[config.mk]
export PLATFORM = sky130hd
export DESIGN_NAME = uart_receiver_flat
export DESIGN_NICKNAME = d
export VERILOG_FILES = /design/src/rtl/uart_pkg.sv /design/src/rtl/uart_receiver_if.sv /design/src/rtl/sync_ff.sv /design/src/rtl/uart_receiver.sv /design/src/flat_wrapper.sv
export SDC_FILE = /design/constraint.sdc
export NUM_CORES = 1
export LEC_CHECK = 0
export CORE_MARGIN = 1.5
export CORE_UTILIZATION = 55
export CTS_BUF_LIST = sky130_fd_sc_hd__clkbuf_16
export CTS_CLUSTER_DIAMETER = 120
export DETAILED_ROUTE_END_ITERATION = 6
export DONT_BUFFER_PORTS = 1
export PLACE_DENSITY = 0.81
export SYNTH_ARGS = -nofsm -noshare
export SYNTH_HDL_FRONTEND = slang
export SYNTH_SLANG_ARGS = --single-unit
[constraint.sdc]
create_clock -name clk -period 2.1 [get_ports clk]
set_input_delay 0.315 -clock clk [delete_from_list [all_inputs] [get_ports clk]]
set_output_delay 0.315 -clock clk [all_outputs]
set_load 0.02 [all_outputs]
[src/rtl/uart_pkg.sv]
// uart_pkg
// Definitions shared by the 8N1 UART emitter and receiver: the frame
// format, the receiver state encoding and the bit-timer width helper.
// No ports.
package uart_pkg;

  localparam int DATA_BITS = 8;
  localparam int STOP_BITS = 1;

  typedef enum logic [2:0] {
    IDLE,
    START,
    DATA,
    STOP,
    BREAK
  } rx_state_t;

  // Width of a down-counter that must hold CLK_DIVIDER-1.
  function automatic int cnt_width(input int clk_divider);
    return (clk_divider > 2) ? $clog2(clk_divider) : 1;
  endfunction

endpackage

[src/rtl/uart_receiver_if.sv]
// uart_receiver_if
// Byte delivery bundle between the UART receiver and its consumer.
//   o_data      received byte, stable while o_valid is high
//   o_valid     a byte is available
//   i_ready     consumer accepts the byte (transfer on o_valid & i_ready)
//   o_frame_err one-cycle pulse, stop bit sampled low
//   o_overrun   one-cycle pulse, completed byte dropped while one pending
//   o_busy      receiver is not idle
// master: the receiver side; slave: the consumer side.
interface uart_receiver_if;

  logic [uart_pkg::DATA_BITS-1:0] o_data;
  logic                           o_valid;
  logic                           i_ready;
  logic                           o_frame_err;
  logic                           o_overrun;
  logic                           o_busy;

  modport master (
    output o_data, o_valid, o_frame_err, o_overrun, o_busy,
    input  i_ready
  );

  modport slave (
    input  o_data, o_valid, o_frame_err, o_overrun, o_busy,
    output i_ready
  );

endinterface

[src/rtl/sync_ff.sv]
// sync_ff
// N-stage synchroniser for an asynchronous single-bit input, with a
// parameterised reset value so the output holds a known level in reset.
//   clk    destination clock
//   reset  asynchronous, active-high reset
//   d      asynchronous input
//   q      synchronised output (last stage)
module sync_ff #(
  parameter int   STAGES    = 2,
  parameter logic RESET_VAL = 1'b1
) (
  input  logic clk,
  input  logic reset,
  input  logic d,
  output logic q
);

  logic [STAGES-1:0] chain;

  always_ff @(posedge clk or posedge reset) begin
    if (reset) begin
      chain <= {STAGES{RESET_VAL}};
    end else begin
      chain <= {chain[STAGES-2:0], d};
    end
  end

  assign q = chain[STAGES-1];

endmodule

[src/rtl/uart_receiver.sv]
// uart_receiver
// 8N1 UART receiver, LSB first. The RX pin is synchronised, the start
// bit is validated at mid-bit, and the data and stop bits are sampled at
// bit centre. Bytes leave through a valid/ready handshake. Framing and
// overrun errors are flagged with one-cycle pulses.
//   clk        system clock
//   reset      asynchronous, active-high reset
//   i_uart_rx  serial line, asynchronous to clk, idle high
//   rx_if      byte/status bundle (master side)
//
// state | meaning
// IDLE  | line idle, waiting for a falling edge
// START | timing to mid start bit; a high sample there is a glitch
// DATA  | sampling 8 data bits at bit centre
// STOP  | sampling the stop bit; deliver, overrun or framing error
// BREAK | stop bit was low; wait for the line to return high
module uart_receiver
  import uart_pkg::*;
#(
  parameter int CLK_DIVIDER = 50,
  parameter int SYNC_STAGES = 2
) (
  input  logic            clk,
  input  logic            reset,
  input  logic            i_uart_rx,
  uart_receiver_if.master rx_if
);

  localparam int CNT_W = cnt_width(CLK_DIVIDER);
  localparam logic [CNT_W-1:0] CNT_RELOAD = CNT_W'(CLK_DIVIDER - 1);
  localparam logic [CNT_W-1:0] CNT_HALF   = CNT_W'(CLK_DIVIDER / 2 - 1);
  localparam logic [2:0] LAST_DATA = 3'(DATA_BITS - 1);
  localparam logic [2:0] LAST_STOP = 3'(STOP_BITS - 1);

  logic rx_s;
  logic rx_d;

  rx_state_t            state_q, state_d;
  logic [CNT_W-1:0]     cnt_q, cnt_d;
  logic [2:0]           idx_q, idx_d;
  logic [DATA_BITS-1:0] shreg_q, shreg_d;
  logic [DATA_BITS-1:0] data_q, data_d;
  logic                 valid_q, valid_d;
  logic                 ferr_q, ferr_d;
  logic                 ovr_q, ovr_d;
  logic                 sample;

  // Reset value 1 matches an idle line, so releasing reset cannot fake a
  // start edge.
  sync_ff #(
    .STAGES    (SYNC_STAGES),
    .RESET_VAL (1'b1)
  ) u_sync_rx (
    .clk   (clk),
    .reset (reset),
    .d     (i_uart_rx),
    .q     (rx_s)
  );

  always_ff @(posedge clk or posedge reset) begin
    if (reset) begin
      rx_d    <= 1'b1;
      state_q <= IDLE;
      cnt_q   <= '0;
      idx_q   <= '0;
      shreg_q <= '0;
      data_q  <= '0;
      valid_q <= 1'b0;
      ferr_q  <= 1'b0;
      ovr_q   <= 1'b0;
    end else begin
      rx_d    <= rx_s;
      state_q <= state_d;
      cnt_q   <= cnt_d;
      idx_q   <= idx_d;
      shreg_q <= shreg_d;
      data_q  <= data_d;
      valid_q <= valid_d;
      ferr_q  <= ferr_d;
      ovr_q   <= ovr_d;
    end
  end

  assign sample = (cnt_q == '0);

  always_comb begin
    state_d = state_q;
    cnt_d   = sample ? CNT_RELOAD : cnt_q - 1'b1;
    idx_d   = idx_q;
    shreg_d = shreg_q;
    data_d  = data_q;
    // A pending byte is consumed by any cycle with i_ready high.
    valid_d = valid_q & ~rx_if.i_ready;
    ferr_d  = 1'b0;
    ovr_d   = 1'b0;

    case (state_q)
      IDLE: begin
        cnt_d = cnt_q;
        if (rx_d && !rx_s) begin
          state_d = START;
          cnt_d   = CNT_HALF;
        end
      end

      START: begin
        if (sample) begin
          if (rx_s) begin
            state_d = IDLE;
          end else begin
            state_d = DATA;
            idx_d   = '0;
          end
        end
      end

      DATA: begin
        if (sample) begin
          shreg_d = {rx_s, shreg_q[DATA_BITS-1:1]};
          if (idx_q == LAST_DATA) begin
            state_d = STOP;
            idx_d   = '0;
          end else begin
            idx_d = idx_q + 3'd1;
          end
        end
      end

      STOP: begin
        if (sample) begin
          if (!rx_s) begin
            ferr_d  = 1'b1;
            state_d = BREAK;
          end else if (idx_q != LAST_STOP) begin
            idx_d = idx_q + 3'd1;
          end else begin
            state_d = IDLE;
            // Loading is allowed when the slot is free or is being emptied
            // in this same cycle; otherwise the new byte is the one lost.
            if (!valid_q || rx_if.i_ready) begin
              data_d  = shreg_q;
              valid_d = 1'b1;
            end else begin
              ovr_d = 1'b1;
            end
          end
        end
      end

      BREAK: begin
        if (rx_s) begin
          state_d = IDLE;
        end
      end

      default: begin
        state_d = IDLE;
      end
    endcase
  end

  assign rx_if.o_data      = data_q;
  assign rx_if.o_valid     = valid_q;
  assign rx_if.o_frame_err = ferr_q;
  assign rx_if.o_overrun   = ovr_q;
  assign rx_if.o_busy      = (state_q != IDLE);

endmodule

[src/flat_wrapper.sv]
// flat-port wrapper written by rule: the top's interface ports become plain ports
module uart_receiver_flat import uart_pkg::*;
#(
  parameter int CLK_DIVIDER = 50,
  parameter int SYNC_STAGES = 2
)
  (clk, reset, i_uart_rx, rx_if_o_data, rx_if_o_valid, rx_if_o_frame_err, rx_if_o_overrun, rx_if_o_busy, rx_if_i_ready);
  uart_receiver_if rx_if_i ();
  input  logic clk;
  input  logic reset;
  input  logic i_uart_rx;
  output wire logic [$bits(rx_if_i.o_data)-1:0] rx_if_o_data;
  output wire logic [$bits(rx_if_i.o_valid)-1:0] rx_if_o_valid;
  output wire logic [$bits(rx_if_i.o_frame_err)-1:0] rx_if_o_frame_err;
  output wire logic [$bits(rx_if_i.o_overrun)-1:0] rx_if_o_overrun;
  output wire logic [$bits(rx_if_i.o_busy)-1:0] rx_if_o_busy;
  input wire logic [$bits(rx_if_i.i_ready)-1:0] rx_if_i_ready;
  assign rx_if_o_data = rx_if_i.o_data;
  assign rx_if_o_valid = rx_if_i.o_valid;
  assign rx_if_o_frame_err = rx_if_i.o_frame_err;
  assign rx_if_o_overrun = rx_if_i.o_overrun;
  assign rx_if_o_busy = rx_if_i.o_busy;
  assign rx_if_i.i_ready = rx_if_i_ready;
  uart_receiver #(.CLK_DIVIDER(CLK_DIVIDER), .SYNC_STAGES(SYNC_STAGES)) u_core (.clk(clk), .reset(reset), .i_uart_rx(i_uart_rx), .rx_if(rx_if_i));
endmodule
---- Yosys cells after proc, flatten, opt, wreduce, memory -nomap -nowiden ----
Index checks and enable logic that the tools add are counted.
storage, ports and cells
  register bits ........................... 34
  bits of input ports ..................... 4
  output and inout port bits .............. 12
operators by class
  add/sub/neg operators ................... 2
  equality and inequality tests ........... 15
  multiplexer cells ....................... 34
  bitwise logic cells ..................... 3
  reductions and logical operators ........ 13
operators with widths
  operator                                                               count
  3-bit two-way mux                                                      15
  6-bit two-way mux                                                      3
  3-bit case mux with 5 select lines                                     1
  7-bit AND reduction                                                    2
  1-bit two-way mux                                                      13
  2-bit by 1-bit != test with 1-bit output, second input constant        6
  3-bit case mux with 3 select lines                                     1
  3-bit nonzero test                                                     3
  3-bit by 2-bit equality test with 1-bit output, second input constant  2
  3-bit equality test, second input constant                             2
  6-bit zero test                                                        1
  2-bit != test, second input constant                                   3
  6-bit by 1-bit subtractor with 6-bit output, second input constant     1
  5-bit AND reduction                                                    1
  3-bit by 1-bit adder with 3-bit output, second input constant          1
  3-bit by 1-bit equality test with 1-bit output, second input constant  1
  3-bit zero test                                                        1
  3-bit != test, second input constant                                   1
  1-bit zero test                                                        2
  2-bit two-way mux                                                      1
  1-bit NOT                                                              2
  2-bit AND reduction                                                    1
  1-bit bitwise AND                                                      1
  1-bit logical AND                                                      1
  1-bit logical OR                                                       1

---- Longest topological paths before layout ----
  depth in word-level cells ............... 7
  gate-level depth with buffers ........... 6
  gate-level depth less buffers ........... 6

---- Cells and area by module ----
Synthesis repeated with hierarchy kept, for this count alone.
second synthesis, totals
  cell total of the unflattened synthesis .. 135
  area total of the unflattened synthesis .. 1596.5 um^2
by module, submodules not included
  module         times used  cells each  area each (um^2)  sequential area each (um^2)
  uart_receiver  1           132         1540.2            802.0
  sync_ff        1           3           56.3              52.6

---- Worst setup path before layout ----
No wires, ideal clock.
  path type ............................... reg-to-reg
  start ................................... register u_core.cnt_q[0]
  end ..................................... register u_core.data_q[0], in the netlist u_core.rx_if.o_data[0]
  arrival ................................. 1.853 ns
  data required time ...................... 1.975 ns
  path slack .............................. 0.122 ns
  stages on the path, launching flop included .. 7
  period minus slack after synthesis ...... 1.978 ns
  path through ............................ dfrtp_1 inv_1 ha_1 nor3b_4 nand3_2 nor4b_4 mux2_2
between the ends
  cells in the longest elaborated chain, start to end .. 2
ends and longest elaborated chain
  element                        RTL line             RTL
  start: declaration             uart_receiver.sv:39  logic [CNT_W-1:0] cnt_q, cnt_d;
  start signal: assignment       uart_receiver.sv:74  cnt_q <= cnt_d;
  6-bit zero test                uart_receiver.sv:84  assign sample = (cnt_q == '0);
  5-bit AND reduction (no line)  n/a
  end signal: assignment         uart_receiver.sv:77  data_q <= data_d;
  end: declaration               uart_receiver.sv:42  logic [DATA_BITS-1:0] data_q, data_d;
No other way between the ends.
A chain may end at the register's enable or synchronous reset.

---- Worst setup path in the final report ----
  start ................................... register u_core.cnt_q[0]
  end ..................................... register u_core.data_q[6], in the netlist u_core.rx_if.o_data[6]
Same word-level chain as after synthesis.

==> results.md <==
* DRC violations left at 0
* IO buf count at 0
* Category of the critical setup timing path: flop to flop
* Number of distinct library cells after synthesis at 34
* Std cell rows at 18
* Number of vias per cell after detailed routing at slightly above 6
* Type of element launching the critical path: flop
* Detailed-placement wirelength estimate at roughly 1900 um
* Maximum number of pins on one net before global-route repair at 35
* Final Cycle Share at 0.948
* Total of max-cap violations at 0
* GRT Residual Overflow at 0
* Data required time at the worst endpoint at between 2000 and 2500 ps
* Die height at 55.6 um
* Fraction of power consumed by the clock network at 0.401
* Total die area at approximately 3100 um^2
* Die W at 55.6 um
* Internal power at ~1.7 mW
* Diode insertion count for antenna repair at 0
* Arrival time worst endpoint at roughly 2200 ps
* Commonest non-fill, non-tap cells in the layout: sky130_fd_sc_hd__dfrtp_1 (31), sky130_fd_sc_hd__mux2_2 (17), sky130_fd_sc_hd__inv_1 (8)
* Number of antenna violations at the first check in global routing at 0
* Setup Skew at between 4 and 5 ps
* Vias at 1,022
* Root buffer cell: sky130_fd_sc_hd__clkbuf_16
* Worst vdd ir at around 1.5 mV
* Sequential power share at 0.374
* CP Launch Point: u_core.cnt_q[0]$_DFFE_PP0P_
* Cts bufs inserted at 5
* Number of nets with antenna violations after routing at 0
* Global router's overall resource usage at 0.205
* Clk_lat worst skew at between 200 and 300 ps
* Number of fill cells at ~170
* Top fanout value on the critical path at 8
* Reg2reg path depth at 7
* Total iterations of the first detailed-routing run at 4
* Final core utilization at 0.719
* Status: completed
* Global-route wire length before repair at 4690 um
* Number of I/O pins at 16
* Clock Sink Count at 34
* Initial detailed-routing violation count at 24
* Layout cell share with drive strength beyond 1 at 0.362
* Final Hold Violating Endpoints at 0
* Transition time at the pin with the least slew margin at between 400 and 500 ps
* Worst stage delay on the critical path at about 400 ps
* Mapped Cells at around 120
* Slack of the worst reg-to-reg path at about 110 ps
* Final-report setup violation count at 0
* Via count of the first global-routing pass at 1,037
* Total of warnings raised by yosys at 0
* Capture point of the critical path: u_core.rx_if.o_data[6]$_DFFE_PP0P_
* Routed wire length per instance at ~17 um
* Most frequent standard cell in the layout excluding fill and tap cells: sky130_fd_sc_hd__dfrtp_1
* Cell at the slowest stage of the critical path: sky130_fd_sc_hd__dfrtp_1
* Htree depth at 2
* Comb power frac at 0.225
* Layout-stage area growth over the synthesis result at 20.3%
* Total buffers and inverters traversed by the critical path at 2
* Final slew viol count at 0
* Net switching component of the power at slightly below 700 uW
* Final wirelength at 2850 um
* Final critical path time including I/O delays and setup at just under 2000 ps
* Nets at around 150
* Total number of cells along the worst setup path at 7
* Starting Density at 0.597
* Highest clock rate at between 500 and 600 MHz
* Deepest clock path buffer count at 2
* Synthesized flop and latch total at 34
* Fraction of the yosys area taken by sequential cells at 0.562
* Clock tree from TritonCTS: built
* Clock Pin Slew Worst Setup and Hold Paths at ~50 ps
* Unrepaired setup endpoints after global routing: no
* Proportion of total power due to net switching at 0.291
* Total nets after synthesis at approximately 130
* Total Neg Setup Slack at 0 ps
* Critical Path Sink Type: flop
* Cell area power density at roughly 1300 nW/um^2
* Mean instance size in the synthesized netlist at roughly 12 um^2
* CP Cell Sequence: inv_1 -> ha_2 -> nor3b_4 -> nand3_2 -> nor4b_4 -> buf_6 -> mux2_2
* Relative slew slack at 0.725
* Worst R2R End: u_core.rx_if.o_data[6]$_DFFE_PP0P_
* Origin of the critical flop-to-flop path: u_core.cnt_q[0]$_DFFE_PP0P_
* Area inside the core boundary at roughly 2500 um^2
* CP top delay family: simple AND/OR/NAND/NOR gates
* Final weighted congestion in routability-driven placement at slightly above 0.9
* Worst hold path type: input pin to async pin
* Netlist area before placement at roughly 1500 um^2
* LEAKAGE at 0.860 nW
[metrics by stage]
stage	power, mW	setup slack (ps)	hold slack [ps]	instance area, um^2	instances
6_report	2.37	110	14.5	1830	168
5_1_grt	2.50	0.268	19.6	1830	168
4_1_cts	2.36	7.88	23.2	1800	167
3_5_place_dp	1.39	18.4	320	1610	159
3_3_place_gp	1.36	153	314	1610	159
2_1_floorplan	1.25	122	319	1520	123
[kinds of logic after synthesis]
logic type,share of synthesized area
adder cells (fa/ha/maj),0.0329
buffers and inverters,0.0222
flip-flops,0.562
multiplexers,0.126
AND/OR/NAND/NOR,0.147
AO/OA/AOI/OAI,0.110
[power by group through the flow]
stage / Clock (mW) / Combinational (mW) / Sequential [mW]
global route: 0.996 / 0.601 / 0.902
CTS: 0.972 / 0.512 / 0.881
detailed placement: 0 / 0.503 / 0.887
floorplan: 0 / 0.403 / 0.845
finish: 0.951 / 0.533 / 0.888
global placement: 0 / 0.475 / 0.881
[cell type report]
| type | count | area (um^2) | area share |
|---|---|---|---|
| inverters | 8 | 30.0 | 0.0164 |
| clock buffers | 5 | 125 | 0.0684 |
| repair buffers | 8 | 63.8 | 0.0349 |
| multi-input cells | 80 | 649 | 0.355 |
| flip-flops and latches | 34 | 855 | 0.467 |
| clock inverters | 3 | 68.8 | 0.0376 |
| well taps | 30 | 37.5 | 0.0205 |
[layer usage]
layer	share of wire	routed length (um)	track usage	vias to the layer above
met5	0	0	0	-
met4	0.017	48	0.0732	0
met3	0.036	102	0.0837	6
met2	0.52	1470	0.337	17
met1	0.43	1230	0.241	520
li1	-	-	-	479
[worst min path at each step]
stage	end	slack (ps)	cells after the start
2_1_floorplan	u_core.u_sync_rx.chain[0]$_DFF_PP1_	320	0
3_3_place_gp	u_core.rx_if.o_data[6]$_DFFE_PP0P_	310	2
3_5_place_dp	u_core.rx_if.o_data[6]$_DFFE_PP0P_	320	2
4_1_cts	u_core.u_sync_rx.chain[0]$_DFF_PP1_	20	0
5_1_grt	u_core.u_sync_rx.chain[0]$_DFF_PP1_	20	0
6_report	u_core.shreg_q[6]$_DFFE_PP0P_	10	2
[synthesized netlist by cell type, drive strengths merged]
master	n	share of area
dfrtp	31	0.51
mux2	17	0.13
inv	8	0.020
nor2	8	0.021
nand2	7	0.017
a21oi	6	0.020
o21ai	6	0.020
ha	4	0.033
dfstp	3	0.052
nand2b	3	0.012
nor3	3	0.0099
or4	3	0.016
a22o	2	0.012
a31oi	2	0.0082
a32oi	2	0.012
nand3	2	0.0099
nor3b	2	0.017
nor4b	2	0.021
o2bb2ai	2	0.012
o31ai	2	0.0099
a31o	1	0.0058
and2b	1	0.0058
clkbuf	1	0.0025
nor2b	1	0.0041
o31a	1	0.0058
o41ai	1	0.0058
or3	1	0.0049
or3b	1	0.0058
[sequential cells by signal, summed over array words and instances (netlist names)]
register,cells
u_core.rx_if.o_data,8
u_core.shreg_q,8
u_core.cnt_q,6
u_core.idx_q,3
u_core.state_q,3
u_core.u_sync_rx.chain,2
u_core.rx_d,1
u_core.rx_if.o_frame_err,1
u_core.rx_if.o_overrun,1
u_core.rx_if.o_valid,1
[repair_timing]
action	in CTS	in global routing
endpoints found under the setup margin	0	18
endpoints found under the hold margin	0	0
setup buffers	0	1
hold buffers	0	0
gates resized for setup	0	5
[worst register-to-register path: stages, from the launching register on]
cell and delay, ps:
sky130_fd_sc_hd__dfrtp_1 400, sky130_fd_sc_hd__inv_1 80, sky130_fd_sc_hd__ha_2 190, sky130_fd_sc_hd__nor3b_4 240, sky130_fd_sc_hd__nand3_2 140, sky130_fd_sc_hd__nor4b_4 300, sky130_fd_sc_hd__buf_6 180, sky130_fd_sc_hd__mux2_2 340
No activity file was read; power rests on OpenSTA's default activity.
